===== src/rtl/demux_1to4_stream.sv =====
// demux_1to4_stream: 1-to-4 stream demux with one valid/ready slot per channel.
// Optional per-channel word counters enabled by defining DEMUX_CNT_EN.
module demux_1to4_stream #(
    parameter int WIDTH = 32
`ifdef DEMUX_CNT_EN
    ,
    parameter int CNT_W = 16
`endif
) (
    input  logic               clk,
    input  logic               rst_n,
    input  logic               in_valid,
    output logic               in_ready,
    input  logic [WIDTH-1:0]   in_data,
    input  logic               s0,
    input  logic               s1,
`ifdef DEMUX_CNT_EN
    input  logic               cnt_clr,
    output logic [4*CNT_W-1:0] cnt_flat,
`endif
    output logic [WIDTH-1:0]   y0,
    output logic [WIDTH-1:0]   y1,
    output logic [WIDTH-1:0]   y2,
    output logic [WIDTH-1:0]   y3,
    output logic [3:0]         out_valid,
    input  logic [3:0]         out_ready
);
    logic [1:0]       sel;
    logic             acc;
    logic [3:0]       fill;
    logic [WIDTH-1:0] y [4];

    assign sel      = {s1, s0};
    assign in_ready = ~out_valid[sel] | out_ready[sel];
    assign acc      = in_valid & in_ready;
    assign fill     = {4{acc}} & (4'b0001 << sel);
    assign y0       = y[0];
    assign y1       = y[1];
    assign y2       = y[2];
    assign y3       = y[3];

    // a drain and a fill on the same edge leave the slot valid with the new word
    always_ff @(posedge clk or negedge rst_n) begin
        if (!rst_n) begin
            out_valid <= '0;
            for (int k = 0; k < 4; k++) y[k] <= '0;
        end else begin
            out_valid <= (out_valid & ~out_ready) | fill;
            if (acc) y[sel] <= in_data;
        end
    end

`ifdef DEMUX_CNT_EN
    logic [CNT_W-1:0] cnt [4];

    always_ff @(posedge clk or negedge rst_n) begin
        if (!rst_n) begin
            for (int k = 0; k < 4; k++) cnt[k] <= '0;
        end else begin
            for (int k = 0; k < 4; k++) cnt[k] <= cnt_clr ? '0 : cnt[k] + CNT_W'(fill[k]);
        end
    end

    for (genvar g = 0; g < 4; g++) begin : g_cnt
        assign cnt_flat[g*CNT_W +: CNT_W] = cnt[g];
    end
`endif
endmodule


===== config.mk =====
export PLATFORM = sky130hd
export DESIGN_NAME = demux_1to4_stream
export DESIGN_NICKNAME = d
export VERILOG_FILES = /design/src/rtl/demux_1to4_stream.sv
export SDC_FILE = /design/constraint.sdc
export NUM_CORES = 1
export LEC_CHECK = 0
export CAP_MARGIN = 20
export CORE_MARGIN = 2
export CORE_UTILIZATION = 41
export DETAILED_ROUTE_END_ITERATION = 8
export HOLD_SLACK_MARGIN = 0.1
export PLACE_DENSITY = 0.74
export SLEW_MARGIN = 10
export SYNTH_ARGS = -nofsm -noshare
export SYNTH_HDL_FRONTEND = slang
export SYNTH_SLANG_ARGS = --single-unit

===== constraint.sdc =====
create_clock -name clk -period 1.6 [get_ports clk]
set_input_delay 0.32 -clock clk [delete_from_list [all_inputs] [get_ports clk]]
set_output_delay 0.32 -clock clk [all_outputs]
set_load 0.02 [all_outputs]

==> results.cfg <==
[route]
post_dr_wirelength_cell_um = 19.2
drt-pass1-iter-count = 4
drc = 0
mean_number_of_vias_per_cell = 4.98
vias_after_detailed_routing = 3270
detail_route.wirelength_um = 12600
ant_nets = 0
first_iter_violations = 88

[worst_setup_path]
timing.critical_path.cells = clkdlybuf4s50_1, nand2b_1, mux4_2, buf_6
cp_top_family = buffers and inverters
path_max_fanout = 2
worstPathArrival_ns = 1.52
setup.worst_path.end_class = primary output
cp_num_buf_inv = 2
timing.critical_path.slowest_cell_delay_ns = 0.49
start_kind = primary input
cp_slowest_cell = mux4_2
setup_cp_type = in2out
cp.required_ns = 1.28

[layout]
antenna_cells_inserted = 0
fillerInstances = 885
drive_above_1_share_pct = 37.7
total_number_of_nets_in_the_final_design = 540
area.growth.synth_to_final_pct = 55.8
post-route-util_pct = 65.1
mostFrequentLayoutCell = dfrtp_1
mostFrequentLayoutCells = dfrtp_1, dlygate4sd2_1, mux2_2, clkdlybuf4s50_1, mux2_4

[cts]
clk_root_buffer_cell = clkbuf_16
cts_inserted_buffers = 17
cts_tree = yes
clk_path_buf_depth = 2
h-tree-depth = 4
clk_pin_slew_worst_paths_ns = 0.06
tritoncts_num_sinks = 132
insertion_delay_ns = 0.41

[grt]
grt_pass1_wl_um = 20100
grt_max_degree = 43
grt_pass1_vias = 3653
gr-total-overflow = 0
initial_antenna_violation_count = 0
grt_usage_pct = 20.4

[synthesis]
synth.ff_latch_count = 132
synth.area.mux_share_pct = 29.3
yosys.area_share.xor_xnor_pct = 0
synth_adder_area_share_pct = 0
yosys.cell_types.count = 16
combinational_family_with_the_most_area_after_synthesis = multiplexers
syn_area_per_cell_um2 = 17.1
synth.yosys.warnings = 0
syn_area_um2 = 5000
synth_simple_gate_area_share_pct = 1.93
synthCells = 292
synth_compound_area_share_pct = 0.100
ys_seq_area_share_pct = 66.1
mappedNetlistNets = 333

[timing]
transition_at_the_pin_with_the_smallest_max_transition_slack_ns = 0.373
min_period_over_period_pct = 115
period_minus_slack_ns = 1.84
final_setup_tns_ns = -0.239
holdWs_ns = 0.349
report.final.slew_viol_count = 0
hold_viol = 0
timing.clock.skew_ns = 0.00693
grt_setup_unrepaired = yes
fmaxAchievable_ghz = 0.544
setup_ws_ns = -0.239
slew-limit-headroom_pct = 75.1
report.final.setup_viol = 1

[flow_run]
maxCapViolCount = 0

[floorplan]
die_height_um = 114
number_of_placed_i_o_pins = 174
rows = 40
chipWidth_um = 114
initial_core_util_pct = 41.8
die_area_um2 = 13100
core-area_um2 = 12000

[placement]
detailedPlace.worstSlack_ns = -0.700
placement.io_buffers = 173
finalWeightedCongestion = 0.790
post-dp-hpwl_um = 8630

[min_path]
hold_class = in2reg

[outcome]
outcome = finished, violations left
violations_in_the_final_reports = setup timing

[power]
vdd_ir_drop_max_mv = 0.731
p_total_mw = 11.4
power.static_leakage_nw = 3.64
power_per_cell_area_nw_per_um2 = 1460
-- area by class of cell --
| type | count | area (µm²) | share of cell area [%] |
|---|---|---|---|
| Sequential cell | 132 | 3300 | 42.4 |
| Timing Repair Buffer | 203 | 1980 | 25.4 |
| Multi-Input combinational cell | 145 | 1720 | 22.1 |
| Clock buffer | 25 | 505 | 6.49 |
| Tap cell | 147 | 184 | 2.36 |
| Clock inverter | 4 | 95.1 | 1.22 |
-- power breakdown --
part	internal, mW	switching [mW]
Clock	2.63	1.29
Sequential	4.04	0.350
Combinational	1.45	1.62
Total	8.12	3.27
-- sequential cells by signal (all words and copies together), names as in the netlist --
signal and flops:
y0 32, y1 32, y2 32, y3 32
out_valid 4
-- logic make-up after synthesis --
group | count (synthesis)
buffers and inverters | 15
muxes | 129
and+or+nand+nor | 15
DFF | 132
AOI/OAI and AO/OA | 1
-- synth_stat cells --
master	count	area share (%)
mux2_1	4	0.90
buf_6	9	2.0
mux2_2	124	28
dfrtp_1	132	66
clkbuf_2	1	0.10
nor2b_1	1	0.13
nand3_1	1	0.10
buf_2	5	0.50
nand2b_1	4	0.50
mux4_2	1	0.45
nor2b_2	1	0.18
nand2_1	5	0.38
o21ai_0	1	0.10
and3_1	1	0.13
nand3b_1	1	0.15
nor3b_4	1	0.38
-- worst register-to-register path: stages, from the launching register on --
cell	delay, ns
dfrtp_1	0.39
nand2b_1	0.11
buf_4	0.12
nor3b_4	0.21
buf_6	0.15
buf_12	0.14
mux2_4	0.31
-- timing repair --
item	in CTS	in global routing
hold buffers	1	0
gates resized for setup	147	51
setup endpoints to repair	199	61
endpoints found under the hold margin	21	0
pin swaps	1	0
setup buffers	3	1
gates cloned	1	0
-- metal layers --
metal  wire (µm)  vias to the layer above  track usage [%]
met5           0                        -                0
met4         263                        0             8.46
met3        1010                       25             8.31
met2        6190                      116             33.1
met1        5160                     1689             24.2
li1            -                     1440                -
-- path summary, 6_finish.rpt --
| path | startpoint | endpoint | slack (ns) | cells after the start |
|---|---|---|---|---|
| worst max-delay path | out_ready[1] | in_ready | -0.24 | 4 |
| worst min register to register | y3[6]$_DFFE_PN0P_ | y3[6]$_DFFE_PN0P_ | 0.50 | 1 |
| worst min-delay path | s1 | out_valid[1]$_DFF_PN0_ | 0.35 | 3 |
| max in group asynchronous | rst_n | y3[13]$_DFFE_PN0P_ | 0.64 | 3 |
| min in group asynchronous | rst_n | y3[28]$_DFFE_PN0P_ | 0.40 | 2 |
| worst max register to register | out_valid[1]$_DFF_PN0_ | y1[7]$_DFFE_PN0P_ | 0.04 | 6 |
-- stage by stage --
step | instances | area (µm²)
after floorplan | 292 | 5000
after global placement | 621 | 7070
after detailed placement | 621 | 7070
after CTS | 655 | 7600
after global routing | 656 | 7790
final | 656 | 7790
Power figures use the tool's default switching activity.
